`src/rtl/alu_pkg.sv`:
```
// Shared definitions for the round-robin ALU arbiter: datapath width,
// ALU opcodes and arbiter FSM states.
package alu_pkg;

  localparam int unsigned ALU_W = 8;

  typedef enum logic [2:0] {
    OP_ADD = 3'b000,
    OP_SUB = 3'b001,
    OP_SHL = 3'b010,
    OP_SHR = 3'b011,
    OP_AND = 3'b100,
    OP_OR  = 3'b101,
    OP_XOR = 3'b110,
    OP_EQ  = 3'b111
  } alu_op_e;

  typedef enum logic {
    ST_ARB    = 1'b0,
    ST_LOCKED = 1'b1
  } arb_state_e;

endpackage

```
`src/rtl/alu_rr_arbiter_alu.sv`:
```
// Simple_ALU: purely combinational 8-bit ALU shared by the arbiter's requesters.
module Simple_ALU
  import alu_pkg::*;
(
  input  logic [2:0]       op_i,
  input  logic [ALU_W-1:0] a_i,
  input  logic [ALU_W-1:0] b_i,
  output logic [ALU_W-1:0] result_o
);

  always_comb begin
    result_o = '0;
    case (alu_op_e'(op_i))
      OP_ADD:  result_o = a_i + b_i;
      OP_SUB:  result_o = a_i - b_i;
      OP_SHL:  result_o = a_i << b_i[2:0];
      OP_SHR:  result_o = a_i >> b_i[2:0];
      OP_AND:  result_o = a_i & b_i;
      OP_OR:   result_o = a_i | b_i;
      OP_XOR:  result_o = a_i ^ b_i;
      OP_EQ:   result_o = {{(ALU_W-1){1'b0}}, (a_i == b_i)};
      default: result_o = '0;
    endcase
  end

endmodule

```
`src/rtl/alu_rr_arbiter.sv`:
```
// Two-requester round-robin arbiter with bounded lock in front of one shared
// Simple_ALU; the result is registered and returned tagged with the requester id.
module alu_rr_arbiter
  import alu_pkg::*;
#(
  parameter int unsigned PRIO_INIT = 0,
  parameter int unsigned LOCK_MAX  = 4,
  parameter int unsigned CNT_W     = 16
) (
  input  logic             clk_i,
  input  logic             rst_i,
  input  logic             req0_valid_i,
  output logic             req0_ready_o,
  input  logic             req0_lock_i,
  input  logic [2:0]       req0_op_i,
  input  logic [ALU_W-1:0] req0_a_i,
  input  logic [ALU_W-1:0] req0_b_i,
  input  logic             req1_valid_i,
  output logic             req1_ready_o,
  input  logic             req1_lock_i,
  input  logic [2:0]       req1_op_i,
  input  logic [ALU_W-1:0] req1_a_i,
  input  logic [ALU_W-1:0] req1_b_i,
  output logic             rsp_valid_o,
  input  logic             rsp_ready_i,
  output logic [ALU_W-1:0] rsp_data_o,
  output logic             rsp_id_o,
  output logic             rsp_zero_o,
  output logic [CNT_W-1:0] op_cnt_o
);

  localparam int unsigned LCW = (LOCK_MAX > 1) ? $clog2(LOCK_MAX + 1) : 1;
  localparam logic PTR_RST = (PRIO_INIT != 0);

  arb_state_e       state_q, state_d;
  logic             ptr_q, ptr_d;
  logic             owner_q, owner_d;
  logic [LCW-1:0]   lock_cnt_q, lock_cnt_d;
  logic             rsp_valid_q, rsp_valid_d;
  logic [ALU_W-1:0] rsp_data_q, rsp_data_d;
  logic             rsp_id_q, rsp_id_d;
  logic             rsp_zero_q, rsp_zero_d;
  logic [CNT_W-1:0] op_cnt_q, op_cnt_d;

  logic             can_accept;
  logic             gnt_valid;
  logic             gnt_id;
  logic             accept;
  logic             gnt_lock;
  logic             owner_valid;
  logic [2:0]       alu_op;
  logic [ALU_W-1:0] alu_a, alu_b, alu_res;

  // Grant selection and operand mux feeding the shared ALU.
  always_comb begin
    can_accept  = !rsp_valid_q || rsp_ready_i;
    owner_valid = owner_q ? req1_valid_i : req0_valid_i;
    gnt_valid   = 1'b0;
    gnt_id      = 1'b0;
    if (state_q == ST_LOCKED) begin
      gnt_valid = owner_valid;
      gnt_id    = owner_q;
    end else if (req0_valid_i && req1_valid_i) begin
      gnt_valid = 1'b1;
      gnt_id    = ptr_q;
    end else if (req0_valid_i || req1_valid_i) begin
      gnt_valid = 1'b1;
      gnt_id    = req1_valid_i;
    end
    accept       = can_accept && gnt_valid;
    req0_ready_o = accept && !gnt_id;
    req1_ready_o = accept && gnt_id;
    gnt_lock     = gnt_id ? req1_lock_i : req0_lock_i;
    alu_op       = gnt_id ? req1_op_i : req0_op_i;
    alu_a        = gnt_id ? req1_a_i  : req0_a_i;
    alu_b        = gnt_id ? req1_b_i  : req0_b_i;
  end

  Simple_ALU u_alu (
    .op_i     (alu_op),
    .a_i      (alu_a),
    .b_i      (alu_b),
    .result_o (alu_res)
  );

  always_comb begin
    state_d     = state_q;
    ptr_d       = ptr_q;
    owner_d     = owner_q;
    lock_cnt_d  = lock_cnt_q;
    rsp_valid_d = rsp_valid_q;
    rsp_data_d  = rsp_data_q;
    rsp_id_d    = rsp_id_q;
    rsp_zero_d  = rsp_zero_q;
    op_cnt_d    = op_cnt_q;

    if (accept) begin
      rsp_valid_d = 1'b1;
      rsp_data_d  = alu_res;
      rsp_id_d    = gnt_id;
      rsp_zero_d  = (alu_res == '0);
      op_cnt_d    = op_cnt_q + 1'b1;
    end else if (rsp_ready_i) begin
      rsp_valid_d = 1'b0;
    end

    case (state_q)
      ST_ARB: begin
        if (accept) begin
          if (gnt_lock && (LOCK_MAX > 1)) begin
            state_d    = ST_LOCKED;
            owner_d    = gnt_id;
            lock_cnt_d = LCW'(1);
          end else begin
            ptr_d = !gnt_id;
          end
        end
      end
      ST_LOCKED: begin
        // An absent owner releases the lock; a stalled response does not.
        if ((accept && (!gnt_lock || (LCW'(lock_cnt_q + 1'b1) == LCW'(LOCK_MAX))))
            || !owner_valid) begin
          state_d    = ST_ARB;
          ptr_d      = !owner_q;
          lock_cnt_d = '0;
        end else if (accept) begin
          lock_cnt_d = lock_cnt_q + 1'b1;
        end
      end
      default: state_d = ST_ARB;
    endcase
  end

  always_ff @(posedge clk_i) begin
    if (rst_i) begin
      state_q     <= ST_ARB;
      ptr_q       <= PTR_RST;
      owner_q     <= 1'b0;
      lock_cnt_q  <= '0;
      rsp_valid_q <= 1'b0;
      rsp_data_q  <= '0;
      rsp_id_q    <= 1'b0;
      rsp_zero_q  <= 1'b0;
      op_cnt_q    <= '0;
    end else begin
      state_q     <= state_d;
      ptr_q       <= ptr_d;
      owner_q     <= owner_d;
      lock_cnt_q  <= lock_cnt_d;
      rsp_valid_q <= rsp_valid_d;
      rsp_data_q  <= rsp_data_d;
      rsp_id_q    <= rsp_id_d;
      rsp_zero_q  <= rsp_zero_d;
      op_cnt_q    <= op_cnt_d;
    end
  end

  assign rsp_valid_o = rsp_valid_q;
  assign rsp_data_o  = rsp_data_q;
  assign rsp_id_o    = rsp_id_q;
  assign rsp_zero_o  = rsp_zero_q;
  assign op_cnt_o    = op_cnt_q;

endmodule
```
`config.mk`:
```
export PLATFORM = sky130hd
export DESIGN_NAME = alu_rr_arbiter
export DESIGN_NICKNAME = d
export VERILOG_FILES = /design/src/rtl/alu_pkg.sv /design/src/rtl/alu_rr_arbiter_alu.sv /design/src/rtl/alu_rr_arbiter.sv
export SDC_FILE = /design/constraint.sdc
export NUM_CORES = 1
export LEC_CHECK = 0
export CAP_MARGIN = 30
export CELL_PAD_IN_SITES_DETAIL_PLACEMENT = 0
export CELL_PAD_IN_SITES_GLOBAL_PLACEMENT = 2
export CORE_ASPECT_RATIO = 0.8
export CORE_MARGIN = 5
export CORE_UTILIZATION = 28
export DETAILED_ROUTE_END_ITERATION = 16
export GPL_TIMING_DRIVEN = 0
export PLACE_DENSITY = 0.89
export SLEW_MARGIN = 20
export SYNTH_ARGS = -nofsm -noshare
export SYNTH_HDL_FRONTEND = slang
export SYNTH_SLANG_ARGS = --single-unit
```
`constraint.sdc`:
```
create_clock -name clk_i -period 4.8 [get_ports clk_i]
set_input_delay 1.2 -clock clk_i [delete_from_list [all_inputs] [get_ports clk_i]]
set_output_delay 1.2 -clock clk_i [all_outputs]
set_load 0.005 [all_outputs]
```
# ---- Word level (Yosys, flattened, before mapping)
# Cells that the tools add are included.
dict set report totals {
  register_bits 33
  latchBits 0
  ram_bits 0
  romBits 0
  in_bits 45
  word_cells 80
  memories 0
}
dict set report classes {
  add_sub_neg 4
  mul 0
  div_mod_pow 0
  order_cmp 0
  eq_ne 14
  shift 2
  n_mux 27
  bitwise 4
  reduce_logical 20
}
# cell n
set ops {}
lappend ops {{8-bit one-hot mux with 8 select lines} 1}
lappend ops {{16-bit by 1-bit adder with 16-bit output (second input constant)} 1}
lappend ops {{1-bit two-way mux} 16}
lappend ops {{8-bit two-way mux} 2}
lappend ops {{3-bit equality test (second input constant)} 5}
lappend ops {{3-bit two-way mux} 5}
lappend ops {{3-bit AND reduction} 3}
lappend ops {{8-bit adder} 1}
lappend ops {{8-bit bitwise AND} 1}
lappend ops {{8-bit equality test} 1}
lappend ops {{8-bit logical NOT} 1}
lappend ops {{8-bit bitwise OR} 1}
lappend ops {{8-bit by 3-bit left shift with 8-bit output} 1}
lappend ops {{8-bit by 3-bit >> shifter with 8-bit output} 1}
lappend ops {{8-bit subtractor} 1}
lappend ops {{8-bit bitwise XOR} 1}
lappend ops {{3-bit by 2-bit equality test with 1-bit output (second input constant)} 2}
lappend ops {{2-bit inequality test (second input constant)} 3}
lappend ops {{3-bit one-hot mux with 2 select lines} 1}
lappend ops {{1-bit logical AND} 5}
lappend ops {{1-bit logical NOT} 5}
lappend ops {{1-bit logical OR} 4}
lappend ops {{1-bit one-hot mux with 2 select lines} 2}
lappend ops {{3-bit by 1-bit adder with 3-bit output (second input constant)} 1}
lappend ops {{6 further kinds} 6}

# ---- Longest topological paths before layout
# Gate-level depths: netlist of the first run.
dict set report depth {
  ltp_word 11
  mapped_depth 20
  ltp_nobuf 16
}

# ---- Cells and area by module
# Synthesis of the first run repeated with hierarchy kept, for this count alone.
dict set report hier_totals {
  hier_cells 464
  hier_area_um2 3440.8
}
# module instances cells_per_inst area_per_inst_um2 seq_area_each_um2
set modules_own_cells {}
lappend modules_own_cells {Simple_ALU 1 228 1746.7 0.0}
lappend modules_own_cells {alu_rr_arbiter 1 236 1694.1 660.6}

# ---- Worst setup path after synthesis of the first run
# Ideal clock, no wire load.
dict set report synth_timing {
  path_type {input-to-reg}
  startpoint {in req0_valid_i}
  endpoint {reg rsp_zero_q (netlist: rsp_zero_o)}
  setup_ps 96
  arrival_time_ps 4590
  required_ps 4704
  slack_ps 115
  path_stages 17
  n_path_buf 5
  path_cell_list {nor2b_1 -> buf_4 -> o21ai_4 -> buf_4 -> buf_2 -> buf_1 -> nand2_1 -> nand2_1 -> ha_1 -> clkbuf_1 -> and3_1 -> a2111oi_0 -> o21bai_1 -> a21oi_1 -> xor2_1 -> o2111ai_1 -> o41ai_2}
}
dict set report synth_between {
  elab_chain_len 8
  elab_cells_between_ends 31
  classes_between {add/sub: 2; eq/ne: 8; shift: 2; mux: 11; bitwise: 3; reduce/logical: 5}
}
# item line_no
set synth_lines {}
lappend synth_lines {{start: declaration} alu_rr_arbiter.sv:12} ;# input logic req0_valid_i,
lappend synth_lines {{1-bit logical OR} alu_rr_arbiter.sv:66} ;# end else if (req0_valid_i || req1_valid_i) begin
lappend synth_lines {{1-bit two-way mux} alu_rr_arbiter.sv:66}
lappend synth_lines {{1-bit two-way mux} alu_rr_arbiter.sv:63} ;# end else if (req0_valid_i && req1_valid_i) begin
lappend synth_lines {{1-bit two-way mux} alu_rr_arbiter.sv:60} ;# if (state_q == ST_LOCKED) begin
lappend synth_lines {{8-bit two-way mux (tied with other cells)} alu_rr_arbiter.sv:75} ;# alu_a = gnt_id ? req1_a_i : req0_a_i;
lappend synth_lines {{8-bit subtractor (tied with other cells)} alu_rr_arbiter_alu.sv:15} ;# OP_SUB: result_o = a_i - b_i;
lappend synth_lines {{8-bit one-hot mux with 8 select lines} alu_rr_arbiter_alu.sv:13} ;# case (alu_op_e'(op_i))
lappend synth_lines {{8-bit logical NOT} alu_rr_arbiter.sv:101} ;# rsp_zero_d = (alu_res == '0);
lappend synth_lines {{end signal: assignment} alu_rr_arbiter.sv:153} ;# rsp_zero_q <= rsp_zero_d;
lappend synth_lines {{end: declaration} alu_rr_arbiter.sv:42} ;# logic rsp_zero_q, rsp_zero_d;
# Several ways; a longest one is shown, not always the timed one.
# A chain may end at the register's enable or synchronous reset.

# ---- Worst setup path in the final report of the first run
dict set report layout_timing {
  startpoint {in req0_valid_i}
  endpoint {reg rsp_data_q[6] (netlist: rsp_data_o[6])}
}
dict set report layout_between {
  elab_chain_len 7
  elab_cells_between_ends 29
  classes_between {add/sub: 2; eq/ne: 7; shift: 2; mux: 11; bitwise: 3; reduce/logical: 4}
}
# item line_no
set layout_lines {}
lappend layout_lines {{1-bit logical OR} alu_rr_arbiter.sv:66}
lappend layout_lines {{1-bit two-way mux} alu_rr_arbiter.sv:66}
lappend layout_lines {{1-bit two-way mux} alu_rr_arbiter.sv:63}
lappend layout_lines {{1-bit two-way mux} alu_rr_arbiter.sv:60}
lappend layout_lines {{8-bit two-way mux (tied with other cells)} alu_rr_arbiter.sv:75}
lappend layout_lines {{8-bit subtractor (tied with other cells)} alu_rr_arbiter_alu.sv:15}
lappend layout_lines {{8-bit one-hot mux with 8 select lines} alu_rr_arbiter_alu.sv:13}
lappend layout_lines {{end signal: assignment} alu_rr_arbiter.sv:151} ;# rsp_data_q <= rsp_data_d;
lappend layout_lines {{end: declaration} alu_rr_arbiter.sv:40} ;# logic [ALU_W-1:0] rsp_data_q, rsp_data_d;
# Several ways; a longest one is shown, not always the timed one.

==> results.py, run 1 <==
metrics = {
    "grt": {
        "grt_pass1_vias": 4300,
        "grt_first_pass_wirelength_um": 23550,
        "grt_overflow": 0,
        "grt_max_degree": 12,
        "antenna_found_initial": 0,
        "grt_usage": 0.1651,
    },
    "placement": {
        "gp_congestion": 0.9625,
        "dp_hpwl_um": 11960,
        "placed_cells": 796,
        "io_buffers": 66,
        "pre_cts_ws_ns": -1.800,
    },
    "drt": {
        "wl_met3_um": 990,
        "route.detailed.drc": 0,
        "wl_met1_um": 6768,
        "drt-vias-per-instance": 5.302,
        "drt_iter0_drc": 290,
        "dr.pass1.iters": 5,
        "top_layer_used": "met4",
        "ant_nets": 0,
        "wl_per_cell_um": 18.27,
        "vias": 4295,
        "wl_met2_um": 6870,
        "totalWireLength_um": 14800,
    },
    "finish": {
        "final_cells": 810,
        "drive_gt1_frac": 0.1374,
        "finalNetCount": 700,
        "final_cell_mix": "clkdlybuf4s50_1 (64), nand2_1 (63), nor2_1 (52)",
        "area_growth_pct": 30.62,
        "diodes": 0,
        "final_common_cell": "clkdlybuf4s50_1",
    },
    "synth": {
        "syn_area_um2": 4119,
        "synth_compound_area_frac": 0.2032,
        "synth_area_per_cell_um2": 7.544,
        "async_reset_ff_frac": 0,
        "synth_edf_count": 0,
        "synthAdderAreaFrac": 0.09174,
        "synth-xor-area-share": 0.04678,
        "synth_ff_type": "dfxtp_1",
        "ys_warn_count": 0,
        "synth_mux_area_frac": 0.1683,
        "syn-num-nets": 620,
        "synthSimpleGateAreaFrac": 0.2509,
        "synth_cell_types": 72,
        "yosysSeqAreaShare": 0.1604,
        "synth_top_area_share": 0.1604,
        "yosys.area.top_type": "dfxtp_1",
        "synth_area_leaders": "dfxtp_1 (16%), mux2i_1 (10%), ha_1 (8.2%), nand2_1 (6.2%), nor2_1 (4.7%)",
        "ys_ff_latch": 33,
        "netlist_instances": 546,
        "synth_top_family_by_area": "simple AND/OR/NAND/NOR gates",
    },
    "flow_run": {
        "maxCapViolCount": 0,
    },
    "timing": {
        "fin_crit_ns": 4.604,
        "worst_pin_slew_ns": 0.8314,
        "period_share": 0.9593,
        "finClkSkew_ns": 0.003588,
        "slew_headroom": 0.4382,
        "setup_violations": 0,
        "finalHoldViolCount": 0,
        "setup_ws_ns": 0.1956,
        "fmax_mhz": 217.2,
        "finalMaxSlewViolations": 0,
        "finalSetupTns_ns": 0,
    },
    "worst_setup_path": {
        "crit_fanout": 10,
        "crit_family": "buffers and inverters",
        "slowest_stage": "fa_2",
        "cp.arrival_ns": 4.80,
        "r2r.worst_path.cells": 17,
        "reg2reg_slack_ns": 1.03,
        "slowest_delay_ns": 0.40,
        "r2r_end": "rsp_data_o[7]",
        "end_kind": "flop",
        "crit_top_cell": "buf_4",
        "cp.required_ns": 4.99,
        "startpoint_type": "primary input",
        "crit_type": "in2reg",
        "r2r_start": "state_q",
        "critPathBufInv": 10,
        "critical_path.cell_chain": "dlygate4sd2_1 > nor2b_1 > buf_4 > o21a_1 > buf_6 > buf_6 > buf_6 > nand2_2 > nand2_2 > inv_2 > ha_2 > inv_1 > fa_2 > a21oi_2 > o21bai_2 > a21oi_1 > o21bai_1 > xnor2_1 > a221oi_2 > buf_4 > buf_4 > buf_4 > a211oi_2",
    },
    "clocking": {
        "clock_sinks": 33,
        "clockBufferDepth": 2,
        "clk_pin_slew_ns": 0.05,
        "clock_latency_ns": 0.27,
        "h-tree-depth": 2,
        "cts-root-buf": "clkbuf_16",
        "tritoncts": "built",
        "cts-buffers-inserted": 5,
    },
    "die": {
        "die_w_um": 145.6,
        "io_pins": 74,
        "die_y_um": 118.5,
        "rows": 39,
        "coreArea_um2": 14350,
        "start_util": 0.2871,
        "dieArea_um2": 17250,
    },
    "worst_hold_path": {
        "hold_path_depth": 2,
        "hp-start": "rsp_data_o[5]",
        "hp-class": "reg2reg",
        "min_to": "rsp_data_o[5]",
    },
    "power": {
        "ir_drop_v": 0.0001198,
        "p_leak_uw": 0.002150,
        "p_total_uw": 1378,
        "power.density_nw_per_um2": 256.2,
    },
    "outcome": {
        "status": "finished clean",
    },
}
-- report_power, final --
part | switching [uW] | internal [uW] | total [uW]
combinational | 419 | 340 | 759
sequential | 15.1 | 295 | 311
clock | 106 | 203 | 309
-- synthesized netlist by cell type (4+ instances only) --
cell type and number:
nand2_1 68, nor2_1 52, mux2i_1 42, inv_1 35, dfxtp_1 33, ha_1 27
a21oi_1 24, o21ai_0 21, nor3_1 18, clkbuf_1 14, buf_2 13, o211ai_1 13
nor2b_1 12, mux2_2 11, nand3_1 11, xnor2_1 11, xor2_1 11, nand2b_1 10
a211oi_1 6, mux4_2 6, nand3b_1 6, o2111ai_1 6, o21a_1 6, or3_1 6
nand4_1 5, o21ai_1 5, a22oi_1 4, o21bai_1 4
-- final cells by class --
class	instances	area, um^2
multi-input combinational	441	3263
timing repair buffer	75	729.5
inverter	36	135.1
fill	1533	8966
sequential	33	660.6
buffer	34	219.0
clock buffer	7	142.6
tap	184	230.2
-- what timing repair did --
item / CTS / global route
pin swaps: 4 / 6
cloned: 0 / 0
hold buffers: 0 / 0
gates resized for setup: 34 / 9
buffers inserted: 6 / 3
endpoints found under the setup margin: 10 / 4
-- worst max-delay path by stage --
stage               cells after the start  slack (ns)    startpoint             to
floorplan                              17        0.11  req0_valid_i     rsp_zero_o
global placement                       19       -1.78  req0_valid_i     rsp_zero_o
detailed placement                     19       -1.80  req0_valid_i     rsp_zero_o
CTS                                    21        0.02  req1_valid_i     rsp_zero_o
global route                           23       -0.01  req0_valid_i  rsp_data_o[6]
finish                                 23        0.20  req0_valid_i  rsp_data_o[6]
-- through the flow --
stage | util | hold WS [ns] | instance area (um^2)
final | 0.3750 | 0.4730 | 5380
after detailed placement | 0.3492 | 0.4722 | 5010
after global placement | 0.3492 | 0.4585 | 5010
after global routing | 0.3750 | 0.5061 | 5380
after CTS | 0.3714 | 0.4797 | 5329
after floorplan | - | 0.4527 | 4119
-- cells by family (layout without fill, tap and decap cells) --
family	count (synthesis)	in the layout
AOI/OAI and AO/OA	119	119
buffers and inverters	72	152
muxes	60	60
DFF	33	33
adders and majority gates	29	29
xor gates and xnor gates	22	22
and+or+nand+nor	211	211
-- per-layer routing --
| layer | GRT usage | vias up |
|---|---|---|
| met2 | 0.2716 | 155 |
| met1 | 0.2310 | 2028 |
| met4 | 0.02681 | 0 |
| li1 | - | 2094 |
| met5 | 0 | - |
| met3 | 0.02907 | 18 |
-- registers in the layout, summed over array words and instances (netlist names) --
register,count
owner_q,1
ptr_q,1
state_q,1
rsp_id_o,1
rsp_zero_o,1
lock_cnt_q,3
op_cnt_o,16
rsp_data_o,8
rsp_valid_o,1
-- worst register-to-register path: cells and delay by family, from the launching register on --
kind | cells | cell delay [ns]
xor gates and xnor gates | 1 | 0.23
AOI/OAI and AO/OA | 6 | 1.15
adders and majority gates | 1 | 0.26
buffers and inverters | 6 | 0.98
muxes | 1 | 0.32
DFF | 1 | 0.30
and+or+nand+nor | 2 | 0.42
Note: power is estimated with default switching activity, not from simulation.
==> run 2, diff against run 1 <==
--- a/config.mk
+++ b/config.mk
@@ -11,9 +11,11 @@
 export CORE_ASPECT_RATIO = 0.8
 export CORE_MARGIN = 5
 export CORE_UTILIZATION = 28
+export CTS_BUF_LIST = sky130_fd_sc_hd__clkbuf_4 sky130_fd_sc_hd__clkbuf_8
 export DETAILED_ROUTE_END_ITERATION = 16
 export GPL_TIMING_DRIVEN = 0
 export PLACE_DENSITY = 0.89
+export RECOVER_POWER = 25
 export SLEW_MARGIN = 20
 export SYNTH_ARGS = -nofsm -noshare
 export SYNTH_HDL_FRONTEND = slang
==> run 2 against run 1 <==
  * Combinational power fell by 1%
  * Setup slack worse by 0.015 ns
  * Global-route usage about the same
  * Final cell count down 0.12%
  * Via count is 0.12% lower
  * Die area stayed put
  * Final area is 1.2% lower
  * Register-to-register slack lost 0.02 ns
==> results.py, run 2 (synthesis results as in run 1) <==
metrics = {
    "finish": {
        "final_common_cell": "nand2_1",
        "largest_register_ffs": 16,
        "diodes": 0,
        "drive_gt1_frac": 0.1344,
        "area_growth_pct": 29.01,
        "finalNetCount": 699,
        "final_cell_mix": "nand2_1 (64), nor2_1 (52), clkdlybuf4s50_1 (50)",
        "final_cells": 809,
    },
    "timing": {
        "slew_headroom": 0.4253,
        "finalHoldViolCount": 0,
        "finalMaxSlewViolations": 0,
        "period_share": 0.9624,
        "setup_violations": 0,
        "fmax_mhz": 216.5,
        "worst_pin_slew_ns": 0.8504,
        "timing.hold.ws_ns": 0.4733,
        "finClkSkew_ns": 0.005188,
        "fin_crit_ns": 4.619,
    },
    "drt": {
        "dr.pass1.iters": 6,
        "ant_nets": 0,
        "wl_per_cell_um": 18.22,
        "route.detailed.drc": 0,
        "vias": 4290,
        "drt_iter0_drc": 347,
        "totalWireLength_um": 14740,
        "drt-vias-per-instance": 5.303,
    },
    "placement": {
        "dp_hpwl_um": 11960,
        "placed_cells": 796,
        "io_buffers": 66,
        "gp_congestion": 0.9625,
    },
    "die": {
        "die_y_um": 118.5,
        "start_util": 0.2871,
        "rows": 39,
        "coreArea_um2": 14350,
        "io_pins": 74,
        "die_w_um": 145.6,
        "dieArea_um2": 17250,
    },
    "grt": {
        "grt_overflow": 0,
        "grt_first_pass_wirelength_um": 23490,
        "antenna_found_initial": 0,
        "grt_max_degree": 12,
        "grt_usage": 0.1655,
        "grt_pass1_vias": 4293,
    },
    "worst_setup_path": {
        "slowest_stage": "fa_2",
        "crit_type": "in2reg",
        "startpoint_type": "primary input",
        "slowest_delay_ns": 0.40,
        "critPathBufInv": 10,
        "crit_top_cell": "buf_4",
        "cp.arrival_ns": 4.83,
        "crit_family": "buffers and inverters",
        "cp.required_ns": 5.01,
        "crit_fanout": 10,
        "end_kind": "flop",
        "critical_path.cell_chain": "dlygate4sd2_1 > nor2b_1 > buf_4 > o21a_1 > buf_6 > buf_6 > buf_6 > nand2_1 > nand2_2 > inv_2 > ha_2 > inv_1 > fa_2 > a21oi_2 > o21bai_2 > a21oi_1 > o21bai_1 > xnor2_1 > a221oi_2 > buf_4 > buf_4 > buf_4 > a211oi_2",
    },
    "clocking": {
        "cts_hold_buffers": 0,
        "clock_latency_ns": 0.28,
        "tritoncts": "built",
        "cts-buffers-inserted": 5,
        "clk_pin_slew_ns": 0.07,
        "cts-root-buf": "clkbuf_8",
        "clock_sinks": 33,
        "clockBufferDepth": 2,
        "h-tree-depth": 2,
    },
    "power": {
        "pwr-share-seq": 0.243,
        "clock_power_share": 0.169,
        "p_leak_uw": 0.002161,
        "power.share.combinational": 0.588,
        "power.density_nw_per_um2": 239.9,
        "intPower_uw": 746.0,
        "ir_drop_v": 0.0001289,
        "p_sw_uw": 528.9,
        "swShare": 0.4149,
    },
    "outcome": {
        "status": "finished clean",
    },
    "worst_hold_path": {
        "hp-class": "reg2reg",
    },
    "flow_run": {
        "maxCapViolCount": 0,
    },
}
[run 2: changes by cell type in the layout (fill, tap and decap cells not counted)]
cell | previous run | this run
nand2_1 | 63 | 64
buf_4 | 12 | 11
clkbuf_1 | 13 | 12
clkbuf_16 | 5 | 0
dlygate4sd3_1 | 0 | 14
nand2_2 | 6 | 5
clkbuf_4 | 0 | 1
mux2i_2 | 1 | 0
clkdlybuf4s50_1 | 64 | 50
clkbuf_8 | 1 | 6
mux2i_1 | 40 | 41
[run 2: worst reg2reg max path: stages (launching register included)]
cell      delay (ns)
dfxtp_1         0.32
buf_2           0.21
nand2_2         0.15
o21a_1          0.15
buf_6           0.16
buf_6           0.16
buf_6           0.16
nand2_1         0.11
nand2_2         0.10
inv_2           0.08
ha_2            0.18
inv_1           0.07
fa_2            0.40
a21oi_2         0.15
o21bai_2        0.10
a21oi_1         0.15
o21bai_1        0.08
xnor2_1         0.29
a221oi_2        0.12
buf_4           0.15
buf_4           0.12
buf_4           0.13
a211oi_2        0.19
[run 2: metrics by stage]
| step | worst slack, ns | instance area [um^2] | TNS (ns) | total power (uW) | utilization |
|---|---|---|---|---|---|
| 3_3_place_gp | -1.784 | 5010 | -9.199 | 980.2 | 0.3492 |
| 6_report | 0.1807 | 5314 | 0 | 1275 | 0.3704 |
| 4_1_cts | 0.04215 | 5276 | 0 | 1264 | 0.3678 |
| 2_1_floorplan | 0.1147 | 4119 | 0 | 752.3 | - |
| 5_1_grt | -0.01992 | 5314 | -0.02932 | 1362 | 0.3704 |
| 3_5_place_dp | -1.800 | 5010 | -9.358 | 982.9 | 0.3492 |
[run 2: repair_timing]
item | in CTS | in global routing
setup endpoints to repair | 10 | 3
setup buffers | 6 | 2
cloned | 0 | 0
pin swaps | 4 | 5
gates resized for setup | 34 | 7
[run 2: worst paths after layout]
| kind | start | to | slack [ns] | cells after the start |
|---|---|---|---|---|
| setup / recovery | req0_valid_i | rsp_data_o[6] | 0.18 | 23 |
| hold / removal | rsp_data_o[5] | rsp_data_o[5] | 0.47 | 2 |
| setup reg to reg | state_q | rsp_data_o[6] | 1.01 | 22 |
| hold reg to reg | rsp_data_o[5] | rsp_data_o[5] | 0.47 | 2 |
[run 2: metal layers]
layer	global-route usage	share of wire	up-vias
li1	-	-	2093
met5	0	0	-
met3	0.03137	0.065	15
met2	0.2710	0.46	150
met4	0.02622	0.0081	0
met1	0.2313	0.46	2032
[run 2: cell type report]
class | count | area [um^2]
Timing Repair Buffer | 74 | 721.9
Buffer | 34 | 219.0
Multi-Input combinational cell | 441 | 3257
Clock buffer | 7 | 90.09
Sequential cell | 33 | 660.6
Tap cell | 184 | 230.2
Inverter | 36 | 135.1
Fill cell | 1545 | 9032
[run 2: power groups by stage]
stage	Sequential, uW	Clock [uW]	Combinational [uW]
final	309	216	750
after global routing	312	237	812
after CTS	311	224	730
after detailed placement	317	0	666
after global placement	316	0	664
after floorplan	315	0	437
==> run 3, diff against run 2 <==
--- a/config.mk
+++ b/config.mk
@@ -13,9 +13,10 @@
 export CORE_UTILIZATION = 28
 export CTS_BUF_LIST = sky130_fd_sc_hd__clkbuf_4 sky130_fd_sc_hd__clkbuf_8
 export DETAILED_ROUTE_END_ITERATION = 16
+export GPL_ROUTABILITY_DRIVEN = 1
 export GPL_TIMING_DRIVEN = 0
-export PLACE_DENSITY = 0.89
-export RECOVER_POWER = 25
+export PLACE_DENSITY = 0.85
+export RECOVER_POWER = 100
 export SLEW_MARGIN = 20
 export SYNTH_ARGS = -nofsm -noshare
 export SYNTH_HDL_FRONTEND = slang
==> run 3 against run 2 <==
  * Flip-flop and latch count did not move
  * Clock power rose by 29%
  * Largest cell class unchanged
  * Wire length fell by 1.9%
  * Global-route usage fell by 0.29 points
  * Register-to-register slack improved by 0.12 ns
  * Die area did not move
  * Via count rose by 1.2%
  * Critical endpoint is now rsp_zero_o
  * Final cell count rose by 0.25%
  * Combinational power fell by 1%
==> results.py, run 3 (synthesis results as in run 1) <==
metrics = {
    "outcome": {
        "status": "finished clean",
    },
    "clocking": {
        "tritoncts": "built",
        "cts_hold_buffers": 0,
        "h-tree-depth": 2,
        "clockBufferDepth": 2,
        "clock_latency_ns": 0.29,
        "cts-buffers-inserted": 5,
        "clk_pin_slew_ns": 0.06,
        "cts-root-buf": "clkbuf_8",
        "clock_sinks": 33,
    },
    "drt": {
        "vias": 4341,
        "wl_per_cell_um": 17.83,
        "ant_nets": 0,
        "dr.pass1.iters": 5,
        "wl_met1_um": 6989,
        "totalWireLength_um": 14460,
        "drt_iter0_drc": 317,
        "route.detailed.drc": 0,
        "drt-vias-per-instance": 5.353,
        "wl_met3_um": 872,
        "top_layer_used": "met4",
        "wl_met2_um": 6465,
    },
    "power": {
        "power.density_nw_per_um2": 248.6,
        "p_leak_uw": 0.002215,
        "ir_drop_v": 0.0001059,
    },
    "placement": {
        "placed_cell_area_um2": 5010,
        "io_buffers": 66,
        "dp_hpwl_um": 11750,
        "gp_congestion": 0.9164,
    },
    "worst_setup_path": {
        "r2r.worst_path.cells": 17,
        "cp.arrival_ns": 4.92,
        "crit_type": "in2reg",
        "cp.required_ns": 4.99,
        "end_kind": "flop",
        "crit_fanout": 10,
        "startpoint_type": "primary input",
    },
    "die": {
        "io_pins": 74,
        "coreArea_um2": 14350,
        "dieArea_um2": 17250,
        "die_y_um": 118.5,
        "start_util": 0.2871,
        "rows": 39,
        "die_w_um": 145.6,
    },
    "grt": {
        "grt_first_pass_wirelength_um": 23160,
        "grt_overflow": 0,
        "grt_max_degree": 12,
        "grt_usage": 0.1625,
        "antenna_found_initial": 0,
        "grt_pass1_vias": 4215,
    },
    "finish": {
        "seq_area_um2": 660.6,
        "final_cell_mix": "nand2_1 (65), nor2_1 (52), mux2i_1 (40)",
        "final_common_cell": "nand2_1",
        "nFillCells": 1514,
        "finalNetCount": 700,
        "multi_input_area_um2": 3248,
        "diodes": 0,
        "postLayoutCoreUtil": 0.3730,
        "fin_area_um2": 5351,
        "largest_register_ffs": 16,
        "drive_gt1_frac": 0.1340,
        "area_growth_pct": 29.92,
    },
    "timing": {
        "fin_crit_ns": 4.729,
        "setup_violations": 0,
        "slew_headroom": 0.4418,
        "finalMaxSlewViolations": 0,
        "fmax_mhz": 211.5,
        "finClkSkew_ns": 0.009006,
        "rsz0062_at_grt": "true",
        "period_share": 0.9852,
        "worst_pin_slew_ns": 0.8140,
        "finalHoldViolCount": 0,
    },
    "flow_run": {
        "maxCapViolCount": 0,
    },
    "worst_hold_path": {
        "hold_path_depth": 2,
        "hp-class": "reg2reg",
    },
}
## run 3: stage by stage
step	cells	power (uW)	setup WS, ns	TNS, ns	hold slack, ns
after floorplan	546	752.3	0.1147	0	0.4527
after global placement	796	981.3	-1.722	-8.955	0.4607
after detailed placement	796	983.3	-1.660	-8.625	0.4733
after CTS	805	1312	0.007893	0	0.4828
after global routing	811	1414	-0.1288	-0.1320	0.4975
final	811	1331	0.07104	0	0.4800
## run 3: routing by layer
layer,vias to the layer above,global-route usage
met2,150,0.2529
met5,-,0
met3,13,0.02372
li1,2105,-
met4,0,0.02214
met1,2073,0.2437
## run 3: final cells by class
class / count / area share
inverters: 36 / 0.02525
plain buffers: 34 / 0.04396
well taps: 184 / 0.04302
clock buffers: 7 / 0.01683
repair buffers: 75 / 0.1349
clock inverters: 1 / 0.005611
flip-flops and latches: 33 / 0.1235
multi-input cells: 441 / 0.6070
## run 3: path summary, 6_finish.rpt
path                       from             to  slack (ns)
setup / recovery   req0_valid_i     rsp_zero_o        0.07
hold / removal    rsp_data_o[5]  rsp_data_o[5]        0.48
hold reg to reg   rsp_data_o[5]  rsp_data_o[5]        0.48
setup reg to reg        state_q     rsp_zero_o        1.13
## run 3: power by group
part / switching [uW] / internal (uW)
Combinational: 413 / 328
Sequential: 15.6 / 295
Clock: 104 / 175
## run 3: critical path: stages
cell and delay (ns):
clkdlybuf4s50_1 0.46, nor2b_2 0.17, buf_4 0.16, o21a_1 0.18, buf_6 0.12, buf_6 0.14
buf_8 0.15, nand2_1 0.09, nand2_1 0.19, ha_1 0.39, nand2b_1 0.13, a21oi_1 0.10
a2111oi_4 0.35, o21bai_2 0.15, a21oi_2 0.16, xor2_1 0.21, o2111ai_2 0.20, o41ai_2 0.37
## run 3: what timing repair did
item	4_1_cts	5_1_grt
pin swaps	5	4
endpoints found under the hold margin	0	0
setup endpoints to repair	10	7
gates resized for setup	30	13
setup buffers	3	5
gates cloned	0	0
